[src/rtl/thirty_two_bits_full_adder.sv]
// Registered 32-bit ripple-carry adder with carry-in, carry-out and signed overflow.
// This is the integer add datapath of the ALU, built from one full-adder cell per bit.

module full_adder_cell (
  input  logic a,
  input  logic b,
  input  logic ci,
  output logic sum,
  output logic co
);

  logic p;

  assign p   = a ^ b;
  assign sum = p ^ ci;
  assign co  = (a & b) | (ci & p);

endmodule

module thirty_two_bits_full_adder #(
  parameter int WIDTH = 32
) (
  input  logic             clk,
  input  logic             rst,
  input  logic [WIDTH-1:0] a,
  input  logic [WIDTH-1:0] b,
  input  logic             c0,
  output logic [WIDTH-1:0] s,
  output logic             cout,
  output logic             ovf
);

  logic [WIDTH:0]   carry;
  logic [WIDTH-1:0] sum;

  assign carry[0] = c0;

  // One cell per bit; carry[i] feeds cell i, carry[WIDTH] is the final carry out.
  for (genvar i = 0; i < WIDTH; i++) begin : g_cell
    full_adder_cell u_cell (
      .a   (a[i]),
      .b   (b[i]),
      .ci  (carry[i]),
      .sum (sum[i]),
      .co  (carry[i+1])
    );
  end

  always_ff @(posedge clk) begin
    if (rst) begin
      s    <= '0;
      cout <= 1'b0;
      ovf  <= 1'b0;
    end else begin
      s    <= sum;
      cout <= carry[WIDTH];
      // Signed overflow: carry into the sign bit differs from carry out of it.
      ovf  <= carry[WIDTH] ^ carry[WIDTH-1];
    end
  end

endmodule

[config.mk]
export PLATFORM = sky130hd
export DESIGN_NAME = thirty_two_bits_full_adder
export DESIGN_NICKNAME = d
export VERILOG_FILES = /design/src/rtl/thirty_two_bits_full_adder.sv
export SDC_FILE = /design/constraint.sdc
export NUM_CORES = 1
export LEC_CHECK = 0
export CAP_MARGIN = 20
export CORE_UTILIZATION = 39
export DETAILED_ROUTE_END_ITERATION = 10
export PLACE_DENSITY_LB_ADDON = 0.08
export SYNTH_ARGS = -nofsm -noshare
export SYNTH_HDL_FRONTEND = slang
export SYNTH_SLANG_ARGS = --single-unit
[constraint.sdc]
create_clock -name clk -period 51 [get_ports clk]
set_clock_uncertainty 0.2 [all_clocks]
set_input_delay 15.3 -clock clk [delete_from_list [all_inputs] [get_ports clk]]
set_output_delay 15.3 -clock clk [all_outputs]
set_load 0.01 [all_outputs]
After elaboration in Yosys (flattened, before gate mapping) --
Cells that the tools add are included.
Storage, ports and cells: flip-flop bits (word level) 34, logic and storage cells 164
Operators by class: bitwise gates (word level) 161
Operators with widths (number):
- bitwise XOR 1 bit | 65
- bitwise AND 1 bit | 64
- bitwise OR 1 bit | 32

Depth between registers and ports, before layout --
Gate-level depths: netlist of the first run.
depth after elaboration 66, gate-level depth with buffers 37, depth with buffers taken out 37

By module --
From an unflattened synthesis of the first run, not the netlist that was laid out.
Second synthesis, totals: cells, all modules 104, area, all modules 1584.0 um^2
Modules (own cells, without submodules):
- thirty_two_bits_full_adder | times used 1, cells an instance 72, area each 943.4 um^2
- full_adder_cell | times used 32, cells an instance 1, area each 20.0 um^2

Least setup slack after synthesis of the first run --
No wires, ideal clock.
kind input to register, from input a[0], to register s[31], setup time 0.064 ns, data arrival time 27.511 ns, required time 50.736 ns, path slack 23.224 ns, stages on the path 36, path buffers 0, cells stage by stage fa_1 > fa_1 > fa_1 > fa_1 > fa_1 > fa_1 > fa_1 > fa_1 > fa_1 > fa_1 > fa_1 > fa_1 > fa_1 > fa_1 > fa_1 > fa_1 > fa_1 > fa_1 > fa_1 > fa_1 > fa_1 > fa_1 > fa_1 > fa_1 > fa_1 > fa_1 > fa_1 > fa_1 > fa_1 > inv_1 > fa_1 > inv_1 > fa_1 > inv_1 > fa_1 > nor2_1
Between the ends: word-level cells in the longest chain between the ends 64
RTL lines:
- start, declared | RTL line 25 | input logic [WIDTH-1:0] a,
- bitwise XOR 1 bit | RTL line 14 | assign p = a ^ b;
- bitwise AND 1 bit | RTL line 16 | assign co = (a & b) | (ci & p);
- bitwise OR 1 bit (*) | RTL line 16
- bitwise AND 1 bit (*) | RTL line 16
- bitwise OR 1 bit (*) | RTL line 16
- bitwise AND 1 bit (*) | RTL line 16
- bitwise OR 1 bit (*) | RTL line 16
- bitwise AND 1 bit (*) | RTL line 16
- (+48 left out)
- bitwise OR 1 bit (*) | RTL line 16
- bitwise AND 1 bit (*) | RTL line 16
- bitwise OR 1 bit (*) | RTL line 16
- bitwise AND 1 bit (*) | RTL line 16
- bitwise OR 1 bit (*) | RTL line 16
- bitwise AND 1 bit (*) | RTL line 16
- bitwise OR 1 bit (*) | RTL line 16
- bitwise XOR 1 bit (*) | RTL line 15 | assign sum = p ^ ci;
- end signal, assigned | RTL line 55 | s <= sum;
- end, declared | RTL line 28 | output logic [WIDTH-1:0] s,
Mark *: on every way between the ends. The rest lies on a longest branch, timed or not. A chain may end at the register's enable or synchronous reset.

Worst setup path after layout of the first run --
Ends and elaborated chain as after synthesis.

==> results.md, run 1 <==
- Nets@finish: 315
- # port buffers: 100
- Post-Syn Instances: 111
- Cell row count: 22
- Number of detailed-routing iterations run before antenna repair: 4
- Total nets after synthesis: 210
- Pre-CTS worst setup slack: 22.27 ns
- Switching power: 0.0177 mW
- Area share of the leading cell type in the synthesized netlist: 42.5%
- Routability Congestion: 0.638
- Post-Route Setup TNS: 0 ns
- Slew HR: 54.1%
- Dominant cell type by count on the critical path: sky130_fd_sc_hd__fa_1
- Final Total Pwr: 0.0732 mW
- H-tree levels: 2
- Worst-case setup margin in the final layout: 22.61 ns
- Mean post-synth cell area: 14.4 um2
- Post-Route Utilization: 72.0%
- Outcome: complete, no violations
- Pwr/cell area: 26.8 mW/mm2
- Horizontal die dimension: 66.1 um
- Floorplan core area: 0.00380 mm2
- Clock period minus worst slack: 28.39 ns
- Number of flops mapped to enable cells by yosys: 0
- Ys Warns: 0
- Vert. Die Dim: 66.1 um
- TritonCTS clock tree: yes
- Detail-routed via count per cell: 4.15
- Relative contribution of the clock network to total power: 27.1%
- Final critical-path share of the clock period: 55.7%
- Most instantiated library cell after synthesis: sky130_fd_sc_hd__dfxtp_1
- Avg WL per Cell: 11.5 um
- Post-CTS Hold Buffers: 0
- Fmax: 35.2 MHz
- Vias post-DR: 1,100
- Top cell types by occurrence after synthesis: sky130_fd_sc_hd__dfxtp_1, sky130_fd_sc_hd__fa_1, sky130_fd_sc_hd__nor2b_1
- Sequential-to-total area share from yosys stat: 42.5%
- Sink Count: 34
- Logic gate share of total power: 30.7%
- Main area contributors after synthesis: sky130_fd_sc_hd__dfxtp_1, sky130_fd_sc_hd__fa_1, sky130_fd_sc_hd__nor2b_1
- Maximum fanout count along the critical path: 2
- Arrival time of the worst setup path: 28.41 ns
- Leading register cell type out of synthesis: sky130_fd_sc_hd__dfxtp_1
- Remaining routing DRC violations: 0
- Number of buffers created by CTS: 5
- Final slew viol count: 0
- Min-Delay Path Class: in2reg
- Final hold violations: 0
- Async set-reset flop share out of synthesis: 0%
- Launching element type of the critical path: primary input
- Post-synthesis instance area: 0.00160 mm2
- Switching Share: 24.2%
- Unrepaired setup endpoints after global routing: false
- Overall global routing resource usage: 16.3%
- Largest net degree at the start of global routing: 35
- Data required time at the worst endpoint: 51.02 ns
- Number of maximum-capacitance constraint violations: 0
- Slew at the pin with the worst max-slew slack: 0.687 ns
- Iteration-0 DRC count of the detailed router: 32
- Global-route wire length before repair: 5020 um
- Layout overhead on the synthesized area: 70.8%
- Number of antenna violations at the first check in global routing: 0
- Post-CTS Setup Bufs: 0
- Worst IR drop on VDD: 0.0000146 V
- Clock-pin transition on the worst setup and hold timing paths: 0.07 ns
- Synth cell types: 9
- Sequential cell fraction of total power: 42.2%
- Max clock buf depth: 2
- Post-CTS sizing: 0
- Initial Util: 42.2%
- Synth area leader: sky130_fd_sc_hd__dfxtp_1
- Boundary Pins: 101
- Ant diodes: 0
- Leakage component of the power: 1.08 nW
- Number of synthesized register bits: 34
- Total wire length after detailed routing: 3040 um
- Total overflow reported by the global router: 0
- Total half-perimeter wirelength after legalization and detailed placement: 2480 um
- Int Pwr: 0.0555 mW
- Slowest-stage cell, CP: sky130_fd_sc_hd__clkdlybuf4s50_1
- Setup-failing EPs final: 0
- Nature of the critical path endpoint: flip-flop
- Largest stage delay on the critical path: 0.45 ns
- Post-route ant nets: 0
- Number of global-route vias before repair: 1,085
- DIE AREA: 0.00437 mm2
- Proportion of layout cells with a drive suffix above 1: 5.07%
- Kind of critical path: in2reg
- Clock Tree Root: sky130_fd_sc_hd__clkbuf_8
- Filler instances: 269
## path summary, 6_finish.rpt
| kind | startpoint | endpoint | slack (ns) | cells past startpoint |
|---|---|---|---|---|
| hold / removal | b[29] | s[29]$_SDFF_PP0_ | 15.53 | 4 |
| setup / recovery | a[0] | s[31]$_SDFF_PP0_ | 22.61 | 37 |
## metrics by stage
| stage | hold slack (ns) | std cells | instance area (um2) |
|---|---|---|---|
| final | 15.53 | 265 | 2740 |
| after global routing | 15.57 | 265 | 2740 |
| after CTS | 15.53 | 264 | 2720 |
| after detailed placement | 15.83 | 256 | 2630 |
| after global placement | 15.81 | 256 | 2630 |
| after floorplan | 15.29 | 111 | 1600 |
## state kept, by name (all words and copies together), names as in the netlist
name,count
cout,1
ovf,1
s,32
## power by group through the flow
stage          registers, mW  clock network (mW)  logic [mW]
2_1_floorplan         0.0334                   0     0.00669
3_3_place_gp          0.0314                   0      0.0222
3_5_place_dp          0.0315                   0      0.0227
4_1_cts               0.0310              0.0205      0.0227
5_1_grt               0.0312              0.0219      0.0252
6_report              0.0309              0.0199      0.0225
## metal layers
layer	global-route usage (%)	up-vias	wire length, um
li1	-	532	-
met3	7.59	4	337
met5	0	-	0
met1	19.1	504	1170
met2	26.0	60	1500
met4	6.38	0	39
## placed cells by master (no fill, tap or decap), drive strengths merged
master and instances:
fa 32, nor2 4, xor2 1, clkdlybuf4s50 100
nor2b 26, clkbuf 7, and2b 4, buf 1
inv 7, clkinv 1, dfxtp 34
## final cells by class
| type | instances | area (um2) | area share, % |
|---|---|---|---|
| flip-flops and latches | 34 | 681 | 24.9 |
| clock buffers | 7 | 86.3 | 3.16 |
| repair buffers | 101 | 1020 | 37.1 |
| well taps | 48 | 60.1 | 2.20 |
| multi-input cells | 67 | 861 | 31.5 |
| clock inverters | 1 | 5.00 | 0.183 |
| inverters | 7 | 26.3 | 0.961 |
## kinds of logic (layout without fill, tap and decap cells)
group | after synthesis | after routing | synth area share [%]
flops | 34 | 34 | 42.5
buf+inv | 10 | 116 | 3.75
fa+ha+maj | 32 | 32 | 40.0
simple gates | 34 | 34 | 13.2
xor+xnor | 1 | 1 | 0.547
## worst max-delay path, delay by kind of cell
kind	cells	cell delay [ns]
adder cells (fa/ha/maj)	32	12.35
AND/OR/NAND/NOR	1	0.09
buffers and inverters	4	0.67
Power figures use the tool's default switching activity.
==> inputs of run 2 (changes only) <==
--- a/config.mk
+++ b/config.mk
@@ -6,7 +6,7 @@
 export NUM_CORES = 1
 export LEC_CHECK = 0
 export CAP_MARGIN = 20
-export CORE_UTILIZATION = 39
+export CORE_UTILIZATION = 33
 export DETAILED_ROUTE_END_ITERATION = 10
 export PLACE_DENSITY_LB_ADDON = 0.08
 export SYNTH_ARGS = -nofsm -noshare
==> constraint.sdc (replaced) <==
create_clock -name clk -period 25.1 [get_ports clk]
set_clock_uncertainty 0.2 [all_clocks]
set_input_delay 7.53 -clock clk [delete_from_list [all_inputs] [get_ports clk]]
set_output_delay 7.53 -clock clk [all_outputs]
set_load 0.01 [all_outputs]
==> run 2 against run 1 <==
- count of clock-buffer cells in the layout stayed put
- cell area is 0.64% higher
- flip-flop and latch count stayed put
- via count is 3.6% higher
- global-route usage is 2.3 points lower
- clock power is 110% higher
- non-clock buffer count stayed put
- largest power group unchanged
- critical path depth stayed put
- critical path type unchanged
- routed wire length is 5.4% higher
- first-iteration DRC count is 6.3% lower
- core utilization is 11 points lower
- sequential share of layout area is 0.16 points lower
==> results.md, run 2 (synthesized netlist as in run 1, its figures left out) <==
- Outcome: complete, no violations (unchanged)
- Avg WL per Cell: 11.9 um (was 11.5 um)
- Arrival time of the worst setup path: 20.62 ns (was 28.41 ns)
- Min-Delay Path Class: in2reg (unchanged)
- Ant diodes: 0 (unchanged)
- GR met1 Demand/Resource: 15.6% (was 19.1%)
- Clock period minus worst slack: 20.60 ns
- Boundary Pins: 101 (unchanged)
- Slew HR: 58.4% (was 54.1%)
- Detail-routed via count per cell: 4.24 (was 4.15)
- Iteration-0 DRC count of the detailed router: 30 (was 32)
- # port buffers: 100 (unchanged)
- Pwr/cell area: 54.6 mW/mm2 (was 26.8 mW/mm2)
- Post-CTS sizing: 0 (unchanged)
- Post-route insts no fill: 269 (was 265)
- Maximum fanout count along the critical path: 2 (unchanged)
- Final hold violations: 0 (unchanged)
- Post-Route Utilization: 61.1% (was 72.0%)
- Number of buffers created by CTS: 5 (unchanged)
- GR Layer Usage met3: 5.49% (was 7.59%)
- Largest register FFs: 32 (unchanged)
- Register Area: 681 um2 (unchanged)
- Final slew viol count: 0 (unchanged)
- Initial Util: 35.6% (was 42.2%)
- Leakage component of the power: 1.09 nW (was 1.08 nW)
- Leading cell types in the layout, fill and taps excluded: sky130_fd_sc_hd__clkdlybuf4s50_1, sky130_fd_sc_hd__dfxtp_1, sky130_fd_sc_hd__fa_1 (unchanged)
- Number of global-route vias before repair: 1,254 (was 1,085)
- Proportion of layout cells with a drive suffix above 1: 5.07% (unchanged)
- Post-CTS Setup Bufs: 0 (unchanged)
- Largest stage delay on the critical path: 0.44 ns (was 0.45 ns)
- DIE AREA: 0.00514 mm2 (was 0.00437 mm2)
- Clock-pin transition on the worst setup and hold timing paths: 0.07 ns (about the same)
- Most Used Layer, Global Route: met2 (unchanged)
- Slew at the pin with the worst max-slew slack: 0.622 ns (was 0.687 ns)
- Sink Count: 34 (unchanged)
- Post-route ant nets: 0 (unchanged)
- Area taken by multi-input logic gates: 861 um2 (unchanged)
- Setup-failing EPs final: 0 (unchanged)
- Nature of the critical path endpoint: flip-flop (unchanged)
- Filler instances: 373 (was 269)
- Met2 global-route usage: 23.0% (was 26.0%)
- Horizontal die dimension: 71.7 um (was 66.1 um)
- Total half-perimeter wirelength after legalization and detailed placement: 2640 um (was 2480 um)
- Launching element type of the critical path: primary input (unchanged)
- Global-route wire length before repair: 5360 um (was 5020 um)
- Final critical-path share of the clock period: 82.1%
- Number of antenna violations at the first check in global routing: 0 (unchanged)
- Unrepaired setup endpoints after global routing: false (unchanged)
- Placed Cells: 261 (was 256)
- Vias post-DR: 1,140 (was 1,100)
- Reg with most FFs: s (unchanged)
- Post-CTS Hold Buffers: 0 (unchanged)
- Layout overhead on the synthesized area: 71.9% (was 70.8%)
- Number of maximum-capacitance constraint violations: 0 (unchanged)
- Largest regs: s x32, cout x1, ovf x1 (unchanged)
- Overall global routing resource usage: 14.1% (was 16.3%)
- H-tree levels: 2 (unchanged)
- Final Total Pwr: 0.150 mW (was 0.0732 mW)
- Vert. Die Dim: 71.7 um (was 66.1 um)
- Cell row count: 24 (was 22)
- Number of detailed-routing iterations run before antenna repair: 4 (unchanged)
- Total overflow reported by the global router: 0 (unchanged)
- Remaining routing DRC violations: 0 (unchanged)
- Most common library cell in the layout ignoring fill and taps: sky130_fd_sc_hd__clkdlybuf4s50_1 (unchanged)
- Fmax: 48.6 MHz
- Slowest-stage cell, CP: sky130_fd_sc_hd__clkdlybuf4s50_1 (unchanged)
- TritonCTS clock tree: yes (unchanged)
- Floorplan core area: 0.00450 mm2 (was 0.00380 mm2)
- Largest net degree at the start of global routing: 22 (was 35)
- Worst IR drop on VDD: 0.0000254 V (was 0.0000146 V)
- Post-Route Setup TNS: 0 ns (unchanged)
- Delay-heaviest family, CP: adder cells (unchanged)
- Data required time at the worst endpoint: 25.12 ns (was 51.02 ns)
- Max clock buf depth: 2 (unchanged)
- Dominant cell type by count on the critical path: sky130_fd_sc_hd__fa_1 (unchanged)
- Nets@finish: 315 (unchanged)
- Routability Congestion: 0.636 (was 0.638)
- Clock Tree Root: sky130_fd_sc_hd__clkbuf_8 (unchanged)
- Total wire length after detailed routing: 3210 um (was 3040 um)
- Kind of critical path: in2reg (unchanged)
- Worst-case setup margin in the final layout: 4.50 ns (was 22.61 ns)
- Pre-CTS worst setup slack: 4.18 ns (was 22.27 ns)
- Buffers plus inverters on the worst setup path: 4 (unchanged)
run 2: cell counts in the layout (fill, tap and decap cells not counted):
No cell type changed its count.
run 2: power breakdown:
part	total [mW]	internal [mW]	switching, mW
combinational	0.0461	0.0298	0.0163
clock	0.0413	0.0221	0.0192
sequential	0.0629	0.0611	0.00180
total	0.150	0.113	0.0373
run 2: worst paths after layout:
| check | from | end | depth (start not counted) |
|---|---|---|---|
| worst max-delay path | a[0] | s[31]$_SDFF_PP0_ | 37 |
| worst min-delay path | b[31] | s[31]$_SDFF_PP0_ | 4 |
run 2: layout make-up:
type | instances | share of cell area [%]
timing repair buffer | 101 | 37.4
multi-input combinational | 67 | 31.3
sequential | 34 | 24.7
clock buffer | 7 | 3.14
tap | 52 | 2.36
inverter | 7 | 0.955
clock inverter | 1 | 0.182
run 2: stage by stage:
stage	hold WS, ns	instance area [um2]
after floorplan	7.52	1600
after global placement	8.04	2630
after detailed placement	8.06	2660
after CTS	7.74	2750
after global routing	7.78	2750
final	7.76	2750
run 2: routing by layer:
metal  wire (um)  vias up
met5           0        -
met4         116        0
met2        1510       75
li1            -      534
met3         356       12
met1        1220      519
==> inputs of run 3 (changes only) <==
--- a/config.mk
+++ b/config.mk
@@ -6,7 +6,7 @@
 export NUM_CORES = 1
 export LEC_CHECK = 0
 export CAP_MARGIN = 20
-export CORE_UTILIZATION = 33
+export CORE_UTILIZATION = 36
 export DETAILED_ROUTE_END_ITERATION = 10
 export PLACE_DENSITY_LB_ADDON = 0.08
 export SYNTH_ARGS = -nofsm -noshare
==> constraint.sdc (replaced) <==
create_clock -name clk -period 19.22 [get_ports clk]
set_clock_uncertainty 0.2 [all_clocks]
set_input_delay 5.766 -clock clk [delete_from_list [all_inputs] [get_ports clk]]
set_output_delay 5.766 -clock clk [all_outputs]
set_load 0.01 [all_outputs]
==> run 3 against run 2 <==
- global-route usage is 0.32 points higher
- die area is 8.1% lower
- critical path depth stayed put
- non-clock buffer count stayed put
- sequential power is 30% higher
- cell count is 1.1% lower
- setup slack worse by 4.0 ns
- core utilization is 5.1 points higher
- via count is 0.88% lower
- first-iteration DRC count is 20% lower
- clock power is 18% higher
- critical path type unchanged
- largest power group unchanged
- highest routed layer unchanged
==> results.md, run 3 (synthesized netlist as in run 1, its figures left out) <==
- Outcome: complete, no violations (unchanged)
- Placed Cells: 259 (was 261)
- Total wire length after detailed routing: 3200 um (was 3210 um)
- Final hold violations: 0 (unchanged)
- Data required time at the worst endpoint: 19.24 ns (was 25.12 ns)
- Launching element type of the critical path: primary input (unchanged)
- Total half-perimeter wirelength after legalization and detailed placement: 2600 um (was 2640 um)
- Kind of critical path: in2reg (unchanged)
- Remaining routing DRC violations: 0 (unchanged)
- Final Total Pwr: 0.192 mW (was 0.150 mW)
- Largest register FFs: 32 (unchanged)
- Post-CTS Hold Buffers: 0 (unchanged)
- Dominant cell type by count on the critical path: sky130_fd_sc_hd__fa_1 (unchanged)
- Max clock buf depth: 2 (unchanged)
- Ant diodes: 0 (unchanged)
- Worst IR drop on VDD: 0.0000335 V (was 0.0000254 V)
- Clock period minus worst slack: 18.72 ns
- Post-detailed-placement cell area: 0.00266 mm2 (about the same)
- Initial Util: 38.6% (was 35.6%)
- Floorplan core area: 0.00414 mm2 (was 0.00450 mm2)
- Proportion of layout cells with a drive suffix above 1: 5.56% (was 5.07%)
- Post-Route Setup TNS: 0 ns (unchanged)
- Post-route insts no fill: 266 (was 269)
- Final slew viol count: 0 (unchanged)
- Min-Delay Path Class: in2reg (unchanged)
- Fmax: 53.4 MHz
- Number of detailed-routing iterations run before antenna repair: 2 (was 4)
- Nets@finish: 315 (unchanged)
- Pre-CTS worst setup slack: -0.0123 ns (was 4.18 ns)
- Cell row count: 23 (was 24)
- Avg WL per Cell: 12.0 um (was 11.9 um)
- Pwr/cell area: 70.1 mW/mm2 (was 54.6 mW/mm2)
- Boundary Pins: 101 (unchanged)
- Final critical-path share of the clock period: 97.4%
- # port buffers: 100 (unchanged)
- Post-Route Utilization: 66.2% (was 61.1%)
- H-tree levels: 2 (unchanged)
- Hold_ws: 5.99 ns (was 7.76 ns)
- Unrepaired setup endpoints after global routing: false (unchanged)
- Vert. Die Dim: 68.7 um (was 71.7 um)
- Overall global routing resource usage: 14.4% (was 14.1%)
- Slowest-stage cell, CP: sky130_fd_sc_hd__fa_1 (was sky130_fd_sc_hd__clkdlybuf4s50_1)
- TritonCTS clock tree: yes (unchanged)
- Number of antenna violations at the first check in global routing: 0 (unchanged)
- Setup-failing EPs final: 0 (unchanged)
- Clock-pin transition on the worst setup and hold timing paths: 0.06 ns (was 0.07 ns)
- Total overflow reported by the global router: 0 (unchanged)
- Post-route ant nets: 0 (unchanged)
- Global-route wire length before repair: 4720 um (was 5360 um)
- Layout overhead on the synthesized area: 71.2% (was 71.9%)
- Post-CTS Setup Bufs: 0 (unchanged)
- Largest stage delay on the critical path: 0.45 ns (was 0.44 ns)
- Maximum fanout count along the critical path: 2 (unchanged)
- Iteration-0 DRC count of the detailed router: 24 (was 30)
- Largest net degree at the start of global routing: 26 (was 22)
- Number of buffers created by CTS: 5 (unchanged)
- Largest regs: s x32, cout x1, ovf x1 (unchanged)
- Leakage component of the power: 1.07 nW (was 1.09 nW)
- Horizontal die dimension: 68.7 um (was 71.7 um)
- Vias post-DR: 1,130 (was 1,140)
- Most common library cell in the layout ignoring fill and taps: sky130_fd_sc_hd__clkdlybuf4s50_1 (unchanged)
- Routability Congestion: 0.700 (was 0.636)
- Reg with most FFs: s (unchanged)
- Detail-routed via count per cell: 4.25 (was 4.24)
- Slew HR: 67.4% (was 58.4%)
- Leading cell types in the layout, fill and taps excluded: sky130_fd_sc_hd__clkdlybuf4s50_1, sky130_fd_sc_hd__dfxtp_1, sky130_fd_sc_hd__fa_1 (unchanged)
- DIE AREA: 0.00472 mm2 (was 0.00514 mm2)
- Final standard cell area without fillers: 0.00274 mm2 (was 0.00275 mm2)
- Nature of the critical path endpoint: flip-flop (unchanged)
- Filler instances: 306 (was 373)
- Sink Count: 34 (unchanged)
- Number of global-route vias before repair: 1,111 (was 1,254)
- Slew at the pin with the worst max-slew slack: 0.487 ns (was 0.622 ns)
- Worst-case setup margin in the final layout: 0.495 ns (was 4.50 ns)
- Arrival time of the worst setup path: 18.74 ns (was 20.62 ns)
- Clock Tree Root: sky130_fd_sc_hd__clkbuf_8 (unchanged)
- Number of maximum-capacitance constraint violations: 0 (unchanged)
run 3: layout make-up:
cell class                 instances  area [um2]  area share [%]
timing repair buffer             101        1030            37.5
multi-input combinational         67         868            31.7
sequential                        34         681            24.8
clock buffer                       7        76.3            2.78
tap                               50        62.6            2.28
inverter                           7        26.3           0.958
run 3: where the power goes:
group	switching (mW)	total, mW	internal (mW)
Sequential	0.00217	0.0819	0.0798
Clock	0.0237	0.0486	0.0249
Combinational	0.0220	0.0616	0.0396
run 3: timing repair:
| item | in CTS | in global routing |
|---|---|---|
| endpoints found under the hold margin | 0 | 0 |
| setup endpoints to repair | 0 | 2 |
| resized for setup | 0 | 3 |
run 3: final timing paths:
kind,from,endpoint,cells after the start
max,a[0],s[31]$_SDFF_PP0_,37
min,b[29],s[29]$_SDFF_PP0_,4
run 3: layer usage:
metal	up-vias	GRT usage (%)	part of all wire (%)
met5	-	0	0
met4	0	8.42	2.3
met3	7	6.91	14
met2	70	24.9	50
met1	521	13.9	35
li1	532	-	-
run 3: worst max-delay path, delay by kind of cell:
family        cells  cell delay, ns
fa+ha+maj        32           12.20
buf+inv           4            0.65
simple gates      1            0.09
